[src/rtl/aixh_mxc_upper_ptile_mac.sv]
// aixh_mxc_upper_ptile_mac
// MxConv upper processing tile: NCELLS MAC cells fed by a left-to-right
// command shift chain, with a right-to-left result chain for draining.
//
// Ports
//   aixh_core_clk2x  : clock
//   aixh_core_rstn   : asynchronous active-low reset
//   i_uqt_dat        : per-cell signed vertical operand (slice x -> cell x)
//   o_ipt_vld        : per cell {last, valid} of the registered product
//   o_ipt_dat        : per-cell registered signed product
//   i_upt_cmd        : command from the left neighbour / controller
//   o_upt_cmd        : command to the right neighbour
//   i_upt_vld/dat    : backward result stream from the right neighbour
//   o_upt_vld/dat    : backward result stream to the left neighbour
//   o_err            : sticky backward-chain collision flag
module aixh_mxc_upper_ptile_mac #(
  parameter int NCELLS     = 4,
  parameter int TILE_INDEX = 0,
  parameter int DAT_W      = 8,
  parameter int COEF_W     = 8,
  parameter int ACC_W      = 24,
  localparam int PROD_W    = DAT_W + COEF_W,
  localparam int CMD_W     = 12 + COEF_W
) (
  input  logic                       aixh_core_clk2x,
  input  logic                       aixh_core_rstn,
  input  logic [NCELLS*DAT_W-1:0]    i_uqt_dat,
  output logic [NCELLS*2-1:0]        o_ipt_vld,
  output logic [NCELLS*PROD_W-1:0]   o_ipt_dat,
  input  logic [CMD_W-1:0]           i_upt_cmd,
  output logic [CMD_W-1:0]           o_upt_cmd,
  input  logic                       i_upt_vld,
  input  logic [ACC_W-1:0]           i_upt_dat,
  output logic                       o_upt_vld,
  output logic [ACC_W-1:0]           o_upt_dat,
  output logic                       o_err
);

  localparam logic [2:0] OP_LOAD_BC = 3'd1;
  localparam logic [2:0] OP_LOAD_UC = 3'd2;
  localparam logic [2:0] OP_MAC     = 3'd3;
  localparam logic [2:0] OP_MAC_LST = 3'd4;
  localparam logic [2:0] OP_DRAIN   = 3'd5;
  localparam logic [2:0] OP_CLEAR   = 3'd6;

  logic [CMD_W-1:0]         cmd_in   [NCELLS];
  logic [CMD_W-1:0]         cmd_q    [NCELLS];
  logic signed [COEF_W-1:0] coef_q   [NCELLS];
  logic [ACC_W-1:0]         acc_q    [NCELLS];
  logic [PROD_W-1:0]        prod_q   [NCELLS];
  logic [1:0]               pvld_q   [NCELLS];
  // Backward chain entries are {valid, data}; bwd_src[x] is what shifts into bwd_q[x].
  logic [ACC_W:0]           bwd_q    [NCELLS];
  logic [ACC_W:0]           bwd_src  [NCELLS];
  logic [NCELLS-1:0]        inject;
  logic [NCELLS-1:0]        collide;

  genvar gi;
  generate
    for (gi = 0; gi < NCELLS; gi++) begin : g_cell
      localparam int GIDX = TILE_INDEX * NCELLS + gi;

      logic                     c_vld;
      logic [2:0]               c_op;
      logic [7:0]               c_idx;
      logic [COEF_W-1:0]        c_pay;
      logic signed [DAT_W-1:0]  dat;
      logic signed [PROD_W-1:0] prod;
      logic signed [ACC_W-1:0]  prod_ext;
      logic                     do_mac;

      if (gi == 0) begin : g_first
        assign cmd_in[gi] = i_upt_cmd;
      end else begin : g_rest
        assign cmd_in[gi] = cmd_q[gi-1];
      end

      if (gi == NCELLS - 1) begin : g_last
        assign bwd_src[gi] = {i_upt_vld, i_upt_dat};
      end else begin : g_mid
        assign bwd_src[gi] = bwd_q[gi+1];
      end

      assign c_vld = cmd_in[gi][CMD_W-1];
      assign c_op  = cmd_in[gi][CMD_W-2:CMD_W-4];
      assign c_idx = cmd_in[gi][CMD_W-5:COEF_W];
      assign c_pay = cmd_in[gi][COEF_W-1:0];

      assign dat      = i_uqt_dat[gi*DAT_W +: DAT_W];
      // coef_q is the pre-edge value, so a LOAD just ahead of a MAC is honoured.
      assign prod     = PROD_W'(coef_q[gi]) * PROD_W'(dat);
      assign prod_ext = ACC_W'(prod);
      assign do_mac   = c_vld && ((c_op == OP_MAC) || (c_op == OP_MAC_LST));

      assign inject[gi]  = c_vld && (c_op == OP_DRAIN);
      // Local drain overrides whatever was shifting in; flag the loss.
      assign collide[gi] = inject[gi] && bwd_src[gi][ACC_W];

      always_ff @(posedge aixh_core_clk2x or negedge aixh_core_rstn) begin
        if (!aixh_core_rstn) begin
          cmd_q[gi]  <= '0;
          coef_q[gi] <= '0;
          acc_q[gi]  <= '0;
          prod_q[gi] <= '0;
          pvld_q[gi] <= '0;
          bwd_q[gi]  <= '0;
        end else begin
          cmd_q[gi]  <= cmd_in[gi];
          bwd_q[gi]  <= inject[gi] ? {1'b1, acc_q[gi]} : bwd_src[gi];
          pvld_q[gi] <= 2'b00;
          if (do_mac) begin
            prod_q[gi] <= prod;
            pvld_q[gi] <= {(c_op == OP_MAC_LST), 1'b1};
            acc_q[gi]  <= acc_q[gi] + prod_ext;
          end
          if (c_vld) begin
            case (c_op)
              OP_LOAD_BC: coef_q[gi] <= c_pay;
              OP_LOAD_UC: if (c_idx == 8'(GIDX)) coef_q[gi] <= c_pay;
              OP_DRAIN,
              OP_CLEAR:   acc_q[gi] <= '0;
              default:    ;
            endcase
          end
        end
      end

      assign o_ipt_vld[gi*2 +: 2]           = pvld_q[gi];
      assign o_ipt_dat[gi*PROD_W +: PROD_W] = prod_q[gi];
    end
  endgenerate

  always_ff @(posedge aixh_core_clk2x or negedge aixh_core_rstn) begin
    if (!aixh_core_rstn) begin
      o_err <= 1'b0;
    end else if (|collide) begin
      o_err <= 1'b1;
    end
  end

  assign o_upt_cmd = cmd_q[NCELLS-1];
  assign o_upt_vld = bwd_q[0][ACC_W];
  assign o_upt_dat = bwd_q[0][ACC_W-1:0];

endmodule

[config.mk]
export PLATFORM = sky130hd
export DESIGN_NAME = aixh_mxc_upper_ptile_mac
export DESIGN_NICKNAME = d
export VERILOG_FILES = /design/src/rtl/aixh_mxc_upper_ptile_mac.sv
export SDC_FILE = /design/constraint.sdc
export NUM_CORES = 1
export LEC_CHECK = 0
export CAP_MARGIN = 20
export CELL_PAD_IN_SITES_DETAIL_PLACEMENT = 2
export CELL_PAD_IN_SITES_GLOBAL_PLACEMENT = 2
export CORE_ASPECT_RATIO = 2
export CORE_UTILIZATION = 31
export CTS_BUF_LIST = sky130_fd_sc_hd__clkbuf_2 sky130_fd_sc_hd__clkbuf_4 sky130_fd_sc_hd__clkbuf_8
export DETAILED_ROUTE_END_ITERATION = 8
export HOLD_SLACK_MARGIN = 0.08
export PLACE_DENSITY = 0.76
export SYNTH_ARGS = -nofsm -noshare
export SYNTH_HDL_FRONTEND = slang
export SYNTH_SLANG_ARGS = --single-unit
[constraint.sdc]
create_clock -name aixh_core_clk2x -period 16.36 [get_ports aixh_core_clk2x]
set_clock_uncertainty 0.1 [all_clocks]
set_input_delay 2.454 -clock aixh_core_clk2x [delete_from_list [all_inputs] [get_ports aixh_core_clk2x]]
set_output_delay 2.454 -clock aixh_core_clk2x [all_outputs]
set_load 0.05 [all_outputs]
==> results.rst, run 1 <==
.. list-table::
   :header-rows: 1

   * - Metric
     - Value
   * - Starting utilization of the core area
     - 31.2%
   * - Total setup buffers inserted after CTS
     - 0
   * - Data arrival at the endpoint of the critical path
     - 9.61 ns
   * - Die footprint
     - 91,000 sq um
   * - Area share of the leading cell type in the synthesized netlist
     - 34.3%
   * - Pin count of the biggest net entering global routing
     - 165
   * - Max Buffers Root-to-Sink
     - 3
   * - Post-synthesis cell area
     - 27,800 sq um
   * - Port bufs
     - 196
   * - Floorplan Core Area
     - 89,000 sq um
   * - Number of standard cells after synthesis
     - 2,812
   * - Detailed-route via count
     - 20,700
   * - Worst slew slack as a fraction of its limit
     - 30.6%
   * - Final net count
     - 3,529
   * - Sum of buffers and inverters on the critical path
     - 6
   * - Post-cts repair resize count
     - 0
   * - Cts bufs inserted
     - 61
   * - Area grow syn2layout
     - 17.4%
   * - Number of pins exceeding their max-slew limit in the final report
     - 0
   * - Cell with the largest stage delay on the worst path
     - clkdlybuf4s50_1
   * - Worst-skew pair later-pin latency
     - 0.72 ns
   * - Clock net sink count
     - 381
   * - HPWL Detailed
     - 71,900 um
   * - Number of placed instances, taps included
     - 4,128
   * - Worst Path Max Fanout
     - 11
   * - Final setup viols
     - 0
   * - Shortest period the worst path allows
     - 9.14 ns
   * - Global-route usage over all layers
     - 20.5%
   * - Ys Warns
     - 0
   * - Setup TNS
     - 0 ns
   * - EDFF count, synth
     - 0
   * - Fraction of registers with async set/reset
     - 100%
   * - Synthesized flop and latch total
     - 381
   * - Antenna violations before repair
     - 3
   * - Count of distinct cell types in the synthesized netlist
     - 74
   * - Minimum hold slack
     - 0.270 ns
   * - Fin area
     - 32,600 sq um
   * - Launching element type of the critical path
     - input port
   * - Outcome
     - finished, final reports clean
   * - Type of the setup path with the least slack
     - in2reg
   * - Total number of H-tree levels
     - 2
   * - Total overflow reported by the global router
     - 0
   * - Slew of the pin with the lowest slew margin
     - 1.04 ns
   * - DRC violation count after routing
     - 0
   * - Maximum frequency from static timing analysis
     - 0.109 GHz
   * - Post-synthesis area per instance
     - 9.89 sq um
   * - Wire length of the first global-routing pass
     - 141,000 um
   * - CP max stage delay
     - 0.56 ns
   * - Total wire length after detailed routing
     - 90,100 um
   * - DRT antenna net count
     - 0
   * - Drt initial violations
     - 617
   * - Chip height
     - 426 um
   * - Via count of the first global-routing pass
     - 24,300
   * - Biggest area consumer among synthesized cells
     - dfrtp_1
   * - Placement Rows
     - 155
   * - Clock tree from TritonCTS
     - done
   * - Length of the first detailed-routing pass in iterations
     - 4
   * - Fraction of the cycle the final worst path needs
     - 55.9%
   * - Cell type group with the largest total delay on the critical path
     - adder cells
   * - RePlAce Congestion
     - 0.842
   * - Category of the worst setup path capture point
     - flop
   * - Largest cells by area after synthesis
     - dfrtp_1 34%, fa_1 16%, ha_1 9.5%
   * - Nets in the synthesized netlist
     - 3,327
   * - RSZ-0062 raised after global routing
     - false
   * - Detail-routed via count per cell
     - 4.88
   * - Share of post-route cells with drive strength above 1
     - 9.43%
   * - Count of boundary I/O pins
     - 197
   * - Routed length per placed instance
     - 21.2 um
   * - Seq/Total Area, Yosys
     - 34.3%
   * - Endpoints failing hold
     - 0
   * - Post-route insts no fill
     - 4,245
   * - Class of the tightest hold or removal check
     - reg2reg
   * - Hold buffers post-CTS
     - 0
   * - Max-capacitance violation count
     - 0
   * - Placed cell areas
     - 31,100 sq um
   * - Clock Pin Slew Worst Setup and Hold Paths
     - 0.07 ns
   * - Primary FF master, synth
     - dfrtp_1
   * - Worst Path Required
     - 16.83 ns
   * - Die boundary width
     - 214 um
   * - Buffer cell driving the clock tree root
     - clkbuf_8
==> synthesized netlist by cell type (all sizes together) (49+ instances only) <==
cell	number
nor2	88
and2	173
mux2	123
inv	388
a21oi	136
fa	224
nand2	396
dfrtp	381
xnor2	93
o21ai	98
clkbuf	49
ha	212
==> final timing paths <==
path,startpoint,endpoint,slack [ns],depth (start not counted)
worst max-delay path,i_uqt_dat[1],acc_q[95],7.22,28
worst min-delay path,cmd_in[13],o_upt_cmd[13],0.27,0
worst max register to register,coef_q[29],acc_q[95],9.08,27
worst min register to register,cmd_in[13],o_upt_cmd[13],0.27,0
max in group asynchronous,aixh_core_rstn,cmd_in[27],12.23,3
min in group asynchronous,aixh_core_rstn,o_upt_cmd[16],1.64,1
==> layer usage <==
| layer | vias up | wire length (um) | GRT usage, % |
|---|---|---|---|
| met5 | - | 13 | 0 |
| met4 | 2 | 3860 | 8.40 |
| met3 | 140 | 3700 | 3.85 |
| met2 | 322 | 51100 | 40.4 |
| met1 | 10800 | 31400 | 20.3 |
| li1 | 9508 | - | - |
==> sequential cells by signal (all words and copies together), names as in the netlist <==
name	flops
cmd_in	60
o_ipt_vld	8
o_err	1
coef_q	32
o_ipt_dat	64
o_upt_vld	1
o_upt_dat	24
o_upt_cmd	20
acc_q	96
bwd_q	75
==> worst reg2reg max path: stages (launching register included) <==
cell and delay (ns):
dfrtp_1 0.50, and2_1 0.22, fa_1 0.53, inv_1 0.05, fa_1 0.52, inv_1 0.05
fa_1 0.50, inv_1 0.06, fa_1 0.49, inv_1 0.05, ha_1 0.31, o21ai_0 0.10
o21bai_1 0.10, o31a_1 0.26, and4_1 0.22, o31ai_1 0.29, xnor2_1 0.19, buf_4 0.26
ha_1 0.34, a21o_1 0.22, a221oi_1 0.32, o21ai_0 0.21, or4_1 0.42, o21ai_0 0.27
a21oi_1 0.13, xnor2_1 0.17, o211ai_1 0.18, o31ai_1 0.10
==> cell type report <==
class | instances | area [sq um]
Fill cell | 9650 | 56400
Multi-Input combinational cell | 1965 | 16500
Sequential cell | 381 | 9530
Timing Repair Buffer | 216 | 2130
Tap cell | 1177 | 1470
Inverter | 389 | 1460
Clock buffer | 86 | 1130
Clock inverter | 29 | 430
Antenna cell | 2 | 5.00
==> cells in the final DEF, fill, tap and decap left out, types with 19 or more instances in the layout <==
cell	synthesis	routed
a211oi_1	29	29
a21o_1	35	35
a21oi_1	135	135
and2_1	172	172
buf_4	24	19
clkbuf_8	0	78
clkdlybuf4s50_1	0	195
dfrtp_1	381	381
fa_1	224	224
ha_1	212	212
inv_1	387	387
mux2_2	123	123
nand2_1	396	395
nand2b_1	19	19
nand3_1	40	39
nor2_1	88	88
nor2b_1	43	43
nor3_1	37	37
o21a_1	20	20
o21ai_0	92	92
xnor2_1	93	91
xor2_1	37	37
==> metrics by stage <==
stage / utilization (%) / setup slack [ns]
floorplan: - / 7.70
global placement: 34.9 / 6.72
detailed placement: 34.9 / 6.47
CTS: 36.7 / 7.26
global route: 36.7 / 6.81
finish: 36.7 / 7.22
==> cells by family after synthesis <==
family	Yosys count	share of synthesized area [%]
and+or+nand+nor	851	14.7
buffers and inverters	466	6.62
xor gates and xnor gates	130	4.09
DFF	381	34.3
AOI/OAI and AO/OA	424	9.64
muxes	124	5.02
adders and majority gates	436	25.7
Power of run 1 is not shown: default switching activity piles up to over one toggle a cycle in this logic, so the estimate is an artifact.
==> run 2: changes to the inputs <==
clock period = 8.86 ns   (was 16.36 ns; I/O delays follow)
==> run 2 against run 1 <==
  * Critical path type unchanged
  * Register-to-register slack got worse by 7.5 ns
  * Sequential cell count did not move
  * Wire length fell by 0.50%
  * Hold slack got worse by 0.0080 ns
  * Global-route usage barely moved
  * Setup slack got worse by 6.4 ns
  * Highest routed layer is now met4
  * Non-clock buffer count rose by 15
  * Sequential share of layout area barely moved
  * Largest cell class unchanged
==> results.rst, run 2 (same netlist as run 1, synthesis figures left out) <==
.. list-table::
   :header-rows: 1

   * - Metric
     - Value
   * - Fin area
     - 32,700 sq um
   * - Detail-routed via count per cell
     - 4.89
   * - Starting utilization of the core area
     - 31.2%
   * - RSZ-0062 raised after global routing
     - false
   * - Data arrival at the endpoint of the critical path
     - 8.52 ns
   * - Max-capacitance violation count
     - 0
   * - Chip height
     - 426 um
   * - Detailed-route via count
     - 20,800
   * - DRC violation count after routing
     - 0
   * - Clock Pin Slew Worst Setup and Hold Paths
     - 0.06 ns
   * - Routed length per placed instance
     - 21.0 um
   * - Placed cell areas
     - 31,200 sq um
   * - Placement Rows
     - 155
   * - Category of the worst setup path capture point
     - flop
   * - Count of boundary I/O pins
     - 197
   * - Area grow syn2layout
     - 17.6%
   * - Wire length of the first global-routing pass
     - 140,000 um
   * - Die footprint
     - 91,000 sq um
   * - Via count of the first global-routing pass
     - 24,600
   * - Global-route usage over all layers
     - 20.4%
   * - Shortest period the worst path allows
     - 8.04 ns
   * - Floorplan Core Area
     - 89,000 sq um
   * - Cell with the largest stage delay on the worst path
     - clkdlybuf4s50_1
   * - Total number of H-tree levels
     - 3
   * - Minimum setup slack after placement
     - 0.150 ns
   * - Fraction of the cycle the final worst path needs
     - 90.7%
   * - Final net count
     - 3,551
   * - Most frequent cells in the layout
     - 396 x nand2_1, 387 x inv_1, 381 x dfrtp_1
   * - Port bufs
     - 196
   * - Post-cts repair resize count
     - 0
   * - Setup TNS
     - 0 ns
   * - Launching element type of the critical path
     - input port
   * - Die boundary width
     - 214 um
   * - Total overflow reported by the global router
     - 0
   * - Most frequent standard cell in the layout excluding fill and tap cells
     - nand2_1
   * - Cts bufs inserted
     - 68
   * - Maximum frequency from static timing analysis
     - 0.124 GHz
   * - Total wire length after detailed routing
     - 89,600 um
   * - Endpoints failing hold
     - 0
   * - Max Buffers Root-to-Sink
     - 3
   * - Final setup viols
     - 0
   * - Pin count of the biggest net entering global routing
     - 111
   * - End-of-flow core utilization
     - 36.7%
   * - Clock tree from TritonCTS
     - done
   * - Final WS setup
     - 0.824 ns
   * - Worst Path Required
     - 9.35 ns
   * - Length of the first detailed-routing pass in iterations
     - 4
   * - Number of pins exceeding their max-slew limit in the final report
     - 0
   * - Worst-skew pair later-pin latency
     - 0.69 ns
   * - DRT antenna net count
     - 0
   * - Hold buffers post-CTS
     - 0
   * - HPWL Detailed
     - 71,600 um
   * - Register name with the most flops
     - acc_q
   * - Total setup buffers inserted after CTS
     - 0
   * - RePlAce Congestion
     - 0.854
   * - Flip-flop count of the largest register after layout
     - 96
   * - Outcome
     - finished, final reports clean
   * - Drt initial violations
     - 651
   * - CP max stage delay
     - 0.67 ns
   * - Clock net sink count
     - 381
   * - Worst Path Max Fanout
     - 9
   * - Type of the setup path with the least slack
     - in2reg
   * - Worst slew slack as a fraction of its limit
     - 32.9%
   * - Antenna violations before repair
     - 1
   * - Class of the tightest hold or removal check
     - reg2reg
   * - Buffer cell driving the clock tree root
     - clkbuf_8
   * - Slew of the pin with the lowest slew margin
     - 1.01 ns
   * - Share of post-route cells with drive strength above 1
     - 9.83%
-- run 2: changes by cell type in the layout (fill, tap and decap cells not counted), sizes merged --
cell      previous run  this run
buf                 21        36
bufinv              10         5
clkbuf              86        97
clkinv              14         9
clkinvlp             4         5
-- run 2: path summary, 6_finish.rpt --
path,cells after the start,end,from,slack [ns]
setup / recovery,26,acc_q[93],i_uqt_dat[7],0.82
hold / removal,0,o_upt_cmd[11],cmd_in[11],0.26
setup reg to reg,26,acc_q[93],coef_q[30],1.57
hold reg to reg,0,o_upt_cmd[11],cmd_in[11],0.26
max in group asynchronous,2,cmd_in[43],aixh_core_rstn,6.72
min in group asynchronous,1,o_upt_cmd[16],aixh_core_rstn,0.50
-- run 2: metal layers --
| metal | vias to the layer above | wire length (um) | GRT usage (%) |
|---|---|---|---|
| met3 | 135 | 3810 | 3.92 |
| met2 | 337 | 51700 | 40.7 |
| met5 | - | 0 | 0 |
| met4 | 0 | 2780 | 7.26 |
| li1 | 9550 | - | - |
| met1 | 10800 | 31400 | 20.3 |
-- run 2: final cells by class --
type / count / area (sq um)
Fill cell: 9671 / 56300
Multi-Input combinational cell: 1965 / 16500
Sequential cell: 381 / 9530
Timing Repair Buffer: 231 / 2240
Tap cell: 1177 / 1470
Inverter: 389 / 1460
Clock buffer: 97 / 1270
Clock inverter: 20 / 251
Antenna cell: 2 / 5.00
-- run 2: metrics by stage --
stage | hold WS (ns) | instances
2_1_floorplan | 0.246 | 2812
3_3_place_gp | 0.257 | 4143
3_5_place_dp | 0.262 | 4143
4_1_cts | 0.259 | 4260
5_1_grt | 0.275 | 4261
6_report | 0.262 | 4262
-- run 2: worst max-delay path, delay by kind of cell --
family / cells / cell delay (ns)
buffers and inverters: 5 / 0.90
adder cells (fa/ha/maj): 6 / 2.93
XOR/XNOR: 2 / 0.49
AND/OR/NAND/NOR: 4 / 0.93
AO/OA/AOI/OAI: 9 / 1.94
Power of run 2 is left out for the same reason.
